[src/rtl/lspc_pkg.sv]
// Shared constants for the LSPC raster timer: mode bit positions, FSM state
// codes and the PAL stop-window line bounds.
package lspc_pkg;

  localparam int unsigned CNT_W          = 32;
  localparam int unsigned PAL_FIRST_STOP = 16;
  localparam int unsigned PAL_LAST_STOP  = 248;

  localparam int unsigned MODE_IRQ_EN       = 4;
  localparam int unsigned MODE_RELOAD_WRLOW = 5;
  localparam int unsigned MODE_RELOAD_FRAME = 6;
  localparam int unsigned MODE_RELOAD_ZERO  = 7;
  localparam int unsigned MODE_PAL_STOP     = 8;

  localparam logic [0:0] STOPPED = 1'b0;
  localparam logic [0:0] RUN     = 1'b1;

  typedef struct packed {
    logic pal_stop;
    logic reload_zero;
    logic reload_frame;
    logic reload_wrlow;
    logic irq_en;
  } mode_t;

endpackage

[src/rtl/lspc_timer_irq_if.sv]
// CPU/video-side signal bundle of the raster timer. The master side drives the
// strobes and raster position; the slave side is the timer itself.
interface lspc_timer_irq_if;
  import lspc_pkg::*;

  logic             CLK_EN;
  logic             WR_TIMER_HIGH;
  logic             WR_TIMER_LOW;
  logic             WR_MODE;
  logic [15:0]      M68K_DATA;
  logic             FRAME_START;
  logic [8:0]       VCOUNT;
  logic             PAL_MODE;
  logic             TIMER_IRQ;
  logic [CNT_W-1:0] TIMER_CNT;

  modport master (
    output CLK_EN, WR_TIMER_HIGH, WR_TIMER_LOW, WR_MODE, M68K_DATA,
    output FRAME_START, VCOUNT, PAL_MODE,
    input  TIMER_IRQ, TIMER_CNT
  );

  modport slave (
    input  CLK_EN, WR_TIMER_HIGH, WR_TIMER_LOW, WR_MODE, M68K_DATA,
    input  FRAME_START, VCOUNT, PAL_MODE,
    output TIMER_IRQ, TIMER_CNT
  );

endinterface

[src/rtl/lspc_timer_stop_window.sv]
// PAL border stop window: registers the raster-line compare and gates pixel
// ticks off while a PAL board with PAL_STOP set is inside the top/bottom window.
module lspc_timer_stop_window
  import lspc_pkg::*;
#(
  parameter int unsigned FirstStop = PAL_FIRST_STOP,
  parameter int unsigned LastStop  = PAL_LAST_STOP
) (
  input  logic       CLK,
  input  logic       RESET,
  input  logic [8:0] i_vcount,
  input  logic       i_pal_mode,
  input  logic       i_pal_stop,
  output logic       o_tick_gate
);

  localparam logic [8:0] FirstLine = 9'(FirstStop);
  localparam logic [8:0] LastLine  = 9'(LastStop);

  logic w_in_window;
  logic r_in_window;

  assign w_in_window = (i_vcount < FirstLine) || (i_vcount >= LastLine);

  always_ff @(posedge CLK or posedge RESET) begin
    if (RESET) begin
      r_in_window <= 1'b0;
    end else begin
      r_in_window <= w_in_window;
    end
  end

  assign o_tick_gate = ~(i_pal_mode & i_pal_stop & r_in_window);

endmodule

[src/rtl/lspc_timer_irq.sv]
// LSPC programmable raster timer: 32-bit reloadable down-counter on the pixel
// tick, one-CLK TIMER_IRQ on expiry. Optional PAL stop window: TIMER_PAL_STOP_EN.
module lspc_timer_irq
  import lspc_pkg::*;
(
  input  logic              CLK,
  input  logic              RESET,
  lspc_timer_irq_if.slave   bus
);

  logic [CNT_W-1:0] r_reload;
  logic [CNT_W-1:0] r_cnt;
  logic [CNT_W-1:0] w_cnt_nxt;
  mode_t            r_mode;
  logic [0:0]       r_state;
  logic [0:0]       w_state_nxt;
  logic             r_irq;
  logic             w_irq_nxt;
  logic             w_tick_gate;
  logic             w_tick;

`ifdef TIMER_PAL_STOP_EN
  lspc_timer_stop_window #(
    .FirstStop (PAL_FIRST_STOP),
    .LastStop  (PAL_LAST_STOP)
  ) u_stop_window (
    .CLK         (CLK),
    .RESET       (RESET),
    .i_vcount    (bus.VCOUNT),
    .i_pal_mode  (bus.PAL_MODE),
    .i_pal_stop  (r_mode.pal_stop),
    .o_tick_gate (w_tick_gate)
  );
`else
  logic w_unused_pal;
  assign w_unused_pal = ^{bus.VCOUNT, bus.PAL_MODE, r_mode.pal_stop};
  assign w_tick_gate  = 1'b1;
`endif

  assign w_tick = bus.CLK_EN & w_tick_gate;

  // Reload events win over ticks; a tick arriving alongside a reload is dropped.
  always_comb begin
    w_cnt_nxt   = r_cnt;
    w_state_nxt = r_state;
    w_irq_nxt   = 1'b0;
    if (bus.WR_TIMER_LOW && r_mode.reload_wrlow) begin
      w_cnt_nxt   = {r_reload[CNT_W-1:16], bus.M68K_DATA};
      w_state_nxt = RUN;
    end else if (bus.FRAME_START && r_mode.reload_frame) begin
      w_cnt_nxt   = r_reload;
      w_state_nxt = RUN;
    end else if ((r_state == RUN) && w_tick) begin
      if (r_cnt == '0) begin
        w_irq_nxt = r_mode.irq_en;
        if (r_mode.reload_zero) begin
          w_cnt_nxt = r_reload;
        end else begin
          w_state_nxt = STOPPED;
        end
      end else begin
        w_cnt_nxt = r_cnt - CNT_W'(1);
      end
    end
  end

  always_ff @(posedge CLK or posedge RESET) begin
    if (RESET) begin
      r_cnt   <= '0;
      r_state <= STOPPED;
      r_irq   <= 1'b0;
    end else begin
      r_cnt   <= w_cnt_nxt;
      r_state <= w_state_nxt;
      r_irq   <= w_irq_nxt;
    end
  end

  always_ff @(posedge CLK or posedge RESET) begin
    if (RESET) begin
      r_reload <= '0;
      r_mode   <= '0;
    end else begin
      if (bus.WR_TIMER_HIGH) begin
        r_reload[CNT_W-1:16] <= bus.M68K_DATA;
      end
      if (bus.WR_TIMER_LOW) begin
        r_reload[15:0] <= bus.M68K_DATA;
      end
      if (bus.WR_MODE) begin
        r_mode.irq_en       <= bus.M68K_DATA[MODE_IRQ_EN];
        r_mode.reload_wrlow <= bus.M68K_DATA[MODE_RELOAD_WRLOW];
        r_mode.reload_frame <= bus.M68K_DATA[MODE_RELOAD_FRAME];
        r_mode.reload_zero  <= bus.M68K_DATA[MODE_RELOAD_ZERO];
`ifdef TIMER_PAL_STOP_EN
        r_mode.pal_stop     <= bus.M68K_DATA[MODE_PAL_STOP];
`endif
      end
    end
  end

  assign bus.TIMER_IRQ = r_irq;
  assign bus.TIMER_CNT = r_cnt;

endmodule

[src/flat_wrapper.sv]
// flat-port wrapper written by rule: the top's interface ports become plain ports
module lspc_timer_irq_flat import lspc_pkg::*;
  (CLK, RESET, bus_CLK_EN, bus_WR_TIMER_HIGH, bus_WR_TIMER_LOW, bus_WR_MODE, bus_M68K_DATA, bus_FRAME_START, bus_VCOUNT, bus_PAL_MODE, bus_TIMER_IRQ, bus_TIMER_CNT);
  lspc_timer_irq_if bus_i ();
  input  logic CLK;
  input  logic RESET;
  input wire logic [$bits(bus_i.CLK_EN)-1:0] bus_CLK_EN;
  input wire logic [$bits(bus_i.WR_TIMER_HIGH)-1:0] bus_WR_TIMER_HIGH;
  input wire logic [$bits(bus_i.WR_TIMER_LOW)-1:0] bus_WR_TIMER_LOW;
  input wire logic [$bits(bus_i.WR_MODE)-1:0] bus_WR_MODE;
  input wire logic [$bits(bus_i.M68K_DATA)-1:0] bus_M68K_DATA;
  input wire logic [$bits(bus_i.FRAME_START)-1:0] bus_FRAME_START;
  input wire logic [$bits(bus_i.VCOUNT)-1:0] bus_VCOUNT;
  input wire logic [$bits(bus_i.PAL_MODE)-1:0] bus_PAL_MODE;
  output wire logic [$bits(bus_i.TIMER_IRQ)-1:0] bus_TIMER_IRQ;
  output wire logic [$bits(bus_i.TIMER_CNT)-1:0] bus_TIMER_CNT;
  assign bus_i.CLK_EN = bus_CLK_EN;
  assign bus_i.WR_TIMER_HIGH = bus_WR_TIMER_HIGH;
  assign bus_i.WR_TIMER_LOW = bus_WR_TIMER_LOW;
  assign bus_i.WR_MODE = bus_WR_MODE;
  assign bus_i.M68K_DATA = bus_M68K_DATA;
  assign bus_i.FRAME_START = bus_FRAME_START;
  assign bus_i.VCOUNT = bus_VCOUNT;
  assign bus_i.PAL_MODE = bus_PAL_MODE;
  assign bus_TIMER_IRQ = bus_i.TIMER_IRQ;
  assign bus_TIMER_CNT = bus_i.TIMER_CNT;
  lspc_timer_irq u_core (.CLK(CLK), .RESET(RESET), .bus(bus_i));
endmodule
[config.mk]
export PLATFORM = sky130hd
export DESIGN_NAME = lspc_timer_irq_flat
export DESIGN_NICKNAME = d
export VERILOG_FILES = /design/src/rtl/lspc_pkg.sv /design/src/rtl/lspc_timer_irq_if.sv /design/src/rtl/lspc_timer_stop_window.sv /design/src/rtl/lspc_timer_irq.sv /design/src/flat_wrapper.sv
export SDC_FILE = /design/constraint.sdc
export NUM_CORES = 1
export LEC_CHECK = 0
export BUFFER_PORTS_ARGS = -buffer_cell sky130_fd_sc_hd__buf_2
export CAP_MARGIN = 5
export CORE_UTILIZATION = 60
export DETAILED_ROUTE_END_ITERATION = 10
export PLACE_DENSITY = 0.89
export SLEW_MARGIN = 20
export SYNTH_ARGS = -nofsm -noshare
export SYNTH_HDL_FRONTEND = slang
export SYNTH_HIERARCHICAL = 1
export SYNTH_SLANG_ARGS = --single-unit
export TNS_END_PERCENT = 50
[constraint.sdc]
create_clock -name CLK -period 5.15 [get_ports CLK]
set_clock_uncertainty 0.1 [all_clocks]
set_input_delay 0.7725 -clock CLK [delete_from_list [all_inputs] [get_ports CLK]]
set_output_delay 0.7725 -clock CLK [all_outputs]
set_load 0.05 [all_outputs]
* After elaboration in Yosys (flattened, before gate mapping)
Index checks and enable logic that the tools add are counted.
W data, S select, Z words.
** Operators by class
- $add $sub $neg :: 1
- Reductions and logical operators :: 8
- Eq/ne operators :: 2
- Multiplexer cells :: 14
** Operators with widths (number)
- $mux W32 :: 5
- $logic_not A32 Y1 :: 1
- $sub A32 B1 Y32 const B :: 1
- $mux W1 :: 9
- $reduce_bool A3 Y1 :: 2
- $ne A4 B1 Y1 const B :: 1
- $logic_and A1 B1 Y1 :: 3
- $ne A3 B3 Y1 const B :: 1
- $reduce_and A3 Y1 :: 1
- $reduce_and A2 Y1 :: 1
** Word-level totals
- Bits in registers :: 70
- Output and inout bits :: 33

* Logic depth before layout (Yosys ltp)
Gate-level depths: netlist (run 1).
- Depth after elaboration :: 5
- Gate-level depth with buffers :: 10
- Gate-level depth less buffers :: 8

* Least setup slack after synthesis (run 1)
No wires, ideal clock.
- Path kind :: flip-flop to flip-flop
- Start point :: register u_core.r_cnt[2], in the netlist u_core/bus.TIMER_CNT[2]
- End point :: register u_core.r_cnt[23], in the netlist u_core/bus.TIMER_CNT[23]
- Cell stages (with the launch flop) :: 7
- Required time :: 4.932 ns
- Arrival time :: 2.337 ns
- Library setup time :: 0.118 ns
- Path slack :: 2.594 ns
- Cell sequence :: dfrtp_1 -> nor4_4 -> nand4_2 -> or4_4 -> nor3_2 -> a31oi_1 -> o2bb2a_4
** On the way
- Word-level cells in the longest chain between the ends :: 5
- Elaborated cells between the ends (all ways) :: 8
** Ends and longest elaborated chain
- start, declared :: RTL line lspc_timer_irq.sv:12 : logic [CNT_W-1:0] r_cnt;
- start signal, assigned :: RTL line lspc_timer_irq.sv:73 : r_cnt <= w_cnt_nxt;
- $sub A32 B1 Y32 / $logic_not A32 Y1 (equally long branches) :: RTL line lspc_timer_irq.sv:62, lspc_timer_irq.sv:54
- $mux W32 :: RTL line lspc_timer_irq.sv:54 : if (r_cnt == '0) begin
- $mux W32 :: RTL line lspc_timer_irq.sv:53 : end else if ((r_state == RUN) && w_tick) begin
- $mux W32 :: RTL line lspc_timer_irq.sv:50 : end else if (bus.FRAME_START && r_mode.reload_frame) begin
- $mux W32 :: RTL line lspc_timer_irq.sv:47 : if (bus.WR_TIMER_LOW && r_mode.reload_wrlow) begin
Several ways; a longest one is shown, not always the timed one. The select of a mux whose other input is x is not followed.
A chain may end at the register's enable or synchronous reset.

* Final worst setup path (run 1)
- Start point :: register u_core.r_cnt[19], in the netlist u_core/bus.TIMER_CNT[19]
- End point :: register u_core.r_cnt[25], in the netlist u_core/bus.TIMER_CNT[25]
Same word-level chain as after synthesis.

==> reports/qor.csv, run 1 <==
stage,metric,value,unit
status,run_status,"complete, no violations",
grt,overflow,0,
sta,finalMaxSlewViolations,0,
setup_path,crit_fanout,17,
synth,ys_seq_area_share,47.62,%
cts,cts.path.max_buffers,2,
floorplan,dieHeight,80.30,um
synth,synth.avg_cell_area,10.42,um^2
synth,ys_types,56,
cts,cts_resized,0,
cts,ctsHtreeMaxLevel,3,
power_and_ir_drop,power,0.001828,W
power_and_ir_drop,power-per-cell-area,441.5,nW/um^2
sta,finalSetupViolations,0,
setup_path,crit_path_end_kind,flop,
setup_path,path_delay_family,simple AND/OR/NAND/NOR gates,
floorplan,start_util,62.13,%
synth,yosys_most_used_dff,dfrtp_1,
sta,post-route-period-util,65.27,%
floorplan,ios,66,
synth,synth.area.top_cells,"dfrtp_1 (48%), mux2_2 (11%), o21ai_0 (5.4%)",
grt,grt_max_degree,44,
synth,synth_edf_count,0,
cts,clkTransAtPathRegs,0.07,ns
setup_path,reg2reg_to,u_core/bus.TIMER_CNT[25],
setup_path,slowest_delay,0.66,ns
synth,synth-seq-cells,70,
placement,hpwl,6.456,mm
cts,numCtsBuffers,9,
cts,clock_latency,0.34,ns
power_and_ir_drop,leakage,1.784,nW
drt,vias,3255,
drt,ant_nets,0,
sta,finalCriticalPeriod,3.361,ns
sta,max_freq,297.5,MHz
sta,fin_ws,1.789,ns
synth,ys.warnings.count,6,
placement,gp_congestion,0.8711,
drt,wl_per_cell,19.76,um
floorplan,rows,28,
cts,tritoncts,built,
placement,io_buffers,55,
sta,relSlewSlack,31.35,%
setup_path,rr_startpoint,u_core/bus.TIMER_CNT[19],
synth,async_flop_share,100.0,%
setup_path,cp-start-kind,flop,
setup_path,worst_r2r_path_depth,7,
grt,grt_pass1_vias,3182,
finish,regArea,1752,um^2
finish,diodes,0,
finish,utilization,69.95,%
floorplan,core,5921,um^2
drt,drt-pass1-iter-count,9,
finish,num-nets-final,438,
placement,pre_cts_ws,1.651,ns
setup_path,cp.required,5.27,ns
finish,multi_input_area,1798,um^2
synth,synthesis.area,3679,um^2
finish,synthToLayoutAreaGrowth,12.58,%
sta,setup_tns,0,ns
setup_path,crit_chain,"nor4_1, nand4_2, nor3_2, o21a_1, buf_4, nor2_1, a221o_1",
setup_path,crit_type,reg -> reg,
drt,drt-initial-drc-count,458,
synth,synth.most_common_cell,dfrtp_1,
sta,worst_pin_slew,1.026,ns
drt,avgViaCountPerCell,6.767,
synth,netlist.area_leader.share,47.62,%
power_and_ir_drop,vdd_drop_max,235.9,uV
grt,grt_pass1_wl,15.65,mm
cts,clkSinkCount,70,
sta,rsz0062_at_grt,no,
cts,clockRootBuffer,clkbuf_8,
floorplan,dieArea,6448,um^2
min_path,hold_class,in -> async,
grt,gr-usage-all-layers,32.24,%
synth,synth_nets,388,
synth,yosys.area.top_type,dfrtp_1,
drt,routed_wl,9.506,mm
finish,layout-drive-gt1-share,29.31,%
setup_path,critPathBufInv,1,
run,maxCapViolCount,0,
synth,yosys-top-cells-count,"dfrtp_1 (70), o21ai_0 (40), mux2_2 (35)",
cts,post-cts-setup-buffer-count,0,
cts,postCtsHoldBufs,0,
sta,hold_viol,0,
floorplan,die_w,80.30,um
synth,netlist_instances,353,
grt,antenna_found_initial,0,
finish,fill_cells,418,
drt,drc,0,
setup_path,cp_data_arrival_time,3.48,ns
setup_path,rrSetupSlack,1.79,ns
setup_path,slowest_stage,o21a_1,
## flip-flops by register name (all words and copies together), names as in the netlist
signal	count
u_core/r_mode	4
u_core/r_reload	32
u_core/r_state	1
u_core/bus.TIMER_CNT	32
u_core/bus.TIMER_IRQ	1
## per-layer routing
metal / vias to the layer above / wire (um) / track usage (%)
li1: 1428 / - / -
met1: 1582 / 3957 / 42.61
met2: 211 / 4517 / 49.32
met3: 34 / 790 / 7.500
met4: 0 / 240 / 16.79
met5: - / 0 / 0
## cell type report
type                    instances  area share [%]
clock inverters                 2          0.2417
multi-input cells             253           43.41
clock buffers                  12           3.505
flip-flops and latches         70           42.30
well taps                      75           2.266
repair buffers                 59           7.372
inverters                      10          0.9063
## cell families after synthesis
| family | count (synthesis) | share of synthesized area [%] |
|---|---|---|
| xor gates and xnor gates | 10 | 2.381 |
| muxes | 40 | 12.07 |
| and+or+nand+nor | 96 | 15.27 |
| DFF | 70 | 47.62 |
| buffers and inverters | 30 | 3.503 |
| AOI/OAI and AO/OA | 105 | 18.47 |
| adders and majority gates | 2 | 0.6802 |
## layout by cell type, fill, tap and decap left out, drive strengths merged, types with 3 or more instances in the layout
cell	Yosys	layout
and3	3	3
mux2	35	35
nand3	12	12
a22oi	17	17
nor4	15	15
or4	3	3
buf	10	59
o21ai	41	41
nand2	20	20
or3	3	3
o22a	5	5
mux2i	5	5
a21oi	12	12
o21a	5	5
xor2	9	9
nor2	16	16
nand4	6	6
clkbuf	10	12
nand3b	3	3
dfrtp	70	70
a31oi	6	6
inv	10	10
nor3	9	9
## report_power, final
group / switching, W / internal [W]
Combinational: 0.000473 / 0.000196
Sequential: 0.000145 / 0.000648
Clock: 0.000185 / 0.000181
## worst max path at each step
stage	slack, ns	cells past startpoint	end	start
after detailed placement	1.65	8	u_core/bus.TIMER_CNT[25]	bus_WR_TIMER_LOW
after global placement	1.73	8	u_core/bus.TIMER_CNT[25]	bus_WR_TIMER_LOW
after global routing	1.63	9	u_core/bus.TIMER_CNT[25]	u_core/bus.TIMER_CNT[0]
after floorplan	2.51	1	u_core/bus.TIMER_CNT[0]	RESET
after CTS	1.91	7	u_core/bus.TIMER_CNT[25]	u_core/bus.TIMER_CNT[2]
final	1.79	7	u_core/bus.TIMER_CNT[25]	u_core/bus.TIMER_CNT[19]
## metrics by stage
| stage | cells | area, um^2 | hold slack (ns) |
|---|---|---|---|
| global route | 481 | 4141 | 0.4081 |
| CTS | 481 | 4141 | 0.3921 |
| floorplan | 353 | 3679 | 0.3501 |
| finish | 481 | 4141 | 0.3768 |
| global placement | 467 | 3986 | 0.3605 |
| detailed placement | 467 | 3986 | 0.3765 |
## worst reg2reg max path, cell delays in order (launching register included)
cell,delay (ns)
dfrtp_1,0.45
nor4_1,0.57
nand4_2,0.31
nor3_2,0.36
o21a_1,0.66
buf_4,0.35
nor2_1,0.07
a221o_1,0.37
No activity file was read; power rests on OpenSTA's default activity.
==> run 2, diff against run 1 <==
--- a/config.mk
+++ b/config.mk
@@ -7,9 +7,9 @@
 export LEC_CHECK = 0
 export BUFFER_PORTS_ARGS = -buffer_cell sky130_fd_sc_hd__buf_2
 export CAP_MARGIN = 5
-export CORE_UTILIZATION = 60
+export CORE_UTILIZATION = 56
 export DETAILED_ROUTE_END_ITERATION = 10
-export PLACE_DENSITY = 0.89
+export PLACE_DENSITY = 0.84
 export SLEW_MARGIN = 20
 export SYNTH_ARGS = -nofsm -noshare
 export SYNTH_HDL_FRONTEND = slang
==> constraint.sdc (replaced) <==
create_clock -name CLK -period 3.4 [get_ports CLK]
set_clock_uncertainty 0.1 [all_clocks]
set_input_delay 0.51 -clock CLK [delete_from_list [all_inputs] [get_ports CLK]]
set_output_delay 0.51 -clock CLK [all_outputs]
set_load 0.05 [all_outputs]
==> reports/qor.csv, run 2 (same netlist as run 1, synthesis figures left out) <==
stage,metric,value,unit
min_path,hold_class,in -> async,
finish,fin_cells,490,
drt,wl_per_cell,19.71,um
drt,drt-pass1-iter-count,5,
placement,postPlaceCellArea,4026,um^2
setup_path,cp_num_cells,7,
setup_path,rrSetupSlack,0.38,ns
finish,fill_cells,482,
sta,rsz0062_at_grt,no,
grt,gr-usage-all-layers,29.58,%
setup_path,crit_path_end_kind,flop,
grt,antenna_found_initial,0,
status,run_status,"complete, no violations",
finish,layout_commonest_cell,dfrtp_1,
setup_path,cp-start-kind,flop,
setup_path,critPathBufInv,1,
grt,grt_pass1_vias,3188,
cts,numCtsBuffers,9,
placement,gp_congestion,0.9068,
setup_path,crit_fanout,14,
finish,regArea,1752,um^2
sta,setup_tns,0,ns
setup_path,crit_chain,"nor4_2, nand4_2, nor3_2, o21ai_1, buf_4, nand2_1, o21ai_0",
grt,overflow,0,
power_and_ir_drop,vdd_drop_max,388.6,uV
power_and_ir_drop,power-per-cell-area,702.5,nW/um^2
grt,grt_pass1_wl,15.99,mm
cts,clock_latency,0.35,ns
drt,ant_nets,0,
placement,dpl.cell_count,474,
finish,diodes,0,
setup_path,crit_type,reg -> reg,
floorplan,dieArea,6897,um^2
grt,grt_max_degree,42,
cts,clockRootBuffer,clkbuf_8,
finish,layout-drive-gt1-share,30.75,%
cts,ctsHtreeMaxLevel,3,
cts,tritoncts,built,
setup_path,slowest_delay,0.58,ns
setup_path,rr_startpoint,u_core/bus.TIMER_CNT[8],
cts,clkSinkCount,70,
sta,post-route-period-util,88.80,%
drt,drt-initial-drc-count,399,
run,maxCapViolCount,0,
drt,drc,0,
sta,worst_pin_slew,0.9738,ns
sta,fin_ws,0.3809,ns
setup_path,worst_r2r_path_depth,7,
finish,final_cell_mix,"dfrtp_1 (70), buf_2 (55), o21ai_0 (40), mux2_2 (35), nand2_1 (19)",
setup_path,cp.required,3.49,ns
cts,clkTransAtPathRegs,0.07,ns
sta,hold_viol,0,
sta,finalCriticalPeriod,3.019,ns
floorplan,rows,29,
sta,max_freq,331.2,MHz
power_and_ir_drop,leakage,1.846,nW
finish,multi_input_area,1798,um^2
drt,vias,3254,
floorplan,start_util,57.93,%
floorplan,ios,66,
finish,synthToLayoutAreaGrowth,15.82,%
cts,cts.path.max_buffers,2,
floorplan,core,6350,um^2
drt,routed_wl,9.659,mm
cts,cts_resized,0,
finish,post-route-cell-area,4260,um^2
placement,hpwl,6.746,mm
finish,num-nets-final,443,
sta,finalMaxSlewViolations,0,
setup_path,slowest_stage,nor4_2,
sta,finalSetupViolations,0,
cts,postCtsHoldBufs,0,
placement,io_buffers,55,
placement,pre_cts_ws,0.4810,ns
drt,avgViaCountPerCell,6.641,
cts,post-cts-setup-buffer-count,0,
setup_path,reg2reg_to,u_core/bus.TIMER_CNT[9],
floorplan,dieHeight,83.05,um
sta,relSlewSlack,35.08,%
setup_path,cp_data_arrival_time,3.11,ns
setup_path,path_delay_family,simple AND/OR/NAND/NOR gates,
floorplan,die_w,83.05,um
==> run 2: cell types whose count changed in the layout (fill, tap and decap cells not counted), sizes merged <==
cell	delta
buf	+5
bufinv	+2
clkbuf	+1
clkinv	-1
==> run 2: routing by layer <==
| metal | track usage, % | up-vias | part of all wire (%) |
|---|---|---|---|
| li1 | - | 1435 | - |
| met1 | 39.53 | 1627 | 41 |
| met2 | 46.57 | 172 | 49 |
| met3 | 5.567 | 20 | 7.7 |
| met4 | 14.42 | 0 | 1.8 |
| met5 | 0 | - | 0 |
==> run 2: area by class of cell <==
class	count	area share (%)
inverters	10	0.8811
repair buffers	64	8.047
clock buffers	13	3.965
flip-flops and latches	70	41.12
clock inverters	3	1.527
multi-input cells	253	42.20
well taps	77	2.261
==> run 2: worst max-delay path by stage <==
stage,endpoint,slack (ns),start
finish,u_core/bus.TIMER_CNT[9],0.38,u_core/bus.TIMER_CNT[8]
global route,u_core/bus.TIMER_CNT[9],0.13,u_core/bus.TIMER_CNT[0]
CTS,u_core/bus.TIMER_CNT[9],0.43,u_core/bus.TIMER_CNT[0]
detailed placement,u_core/bus.TIMER_CNT[9],0.48,u_core/bus.TIMER_CNT[0]
global placement,u_core/bus.TIMER_CNT[3],0.55,u_core/bus.TIMER_CNT[2]
floorplan,u_core/bus.TIMER_CNT[23],0.84,u_core/bus.TIMER_CNT[2]
==> run 2: per-stage QoR <==
step           util, %  hold WS [ns]  power, W
6_report         67.09        0.2530  0.002993
3_3_place_gp     63.41        0.3618  0.002184
5_1_grt          67.09        0.3240  0.003121
2_1_floorplan        -        0.3501  0.001932
3_5_place_dp     63.41        0.3677  0.002214
4_1_cts          67.09        0.2679  0.002990
==> run 2: power by group <==
part | internal, W | switching, W | leakage (nW) | total, W
Clock | 0.000473 | 0.000304 | 0.120 | 0.000776
Sequential | 0.000981 | 0.000219 | 0.823 | 0.00120
Combinational | 0.000302 | 0.000716 | 0.904 | 0.00102
Total | 0.00176 | 0.00124 | 1.85 | 0.00299
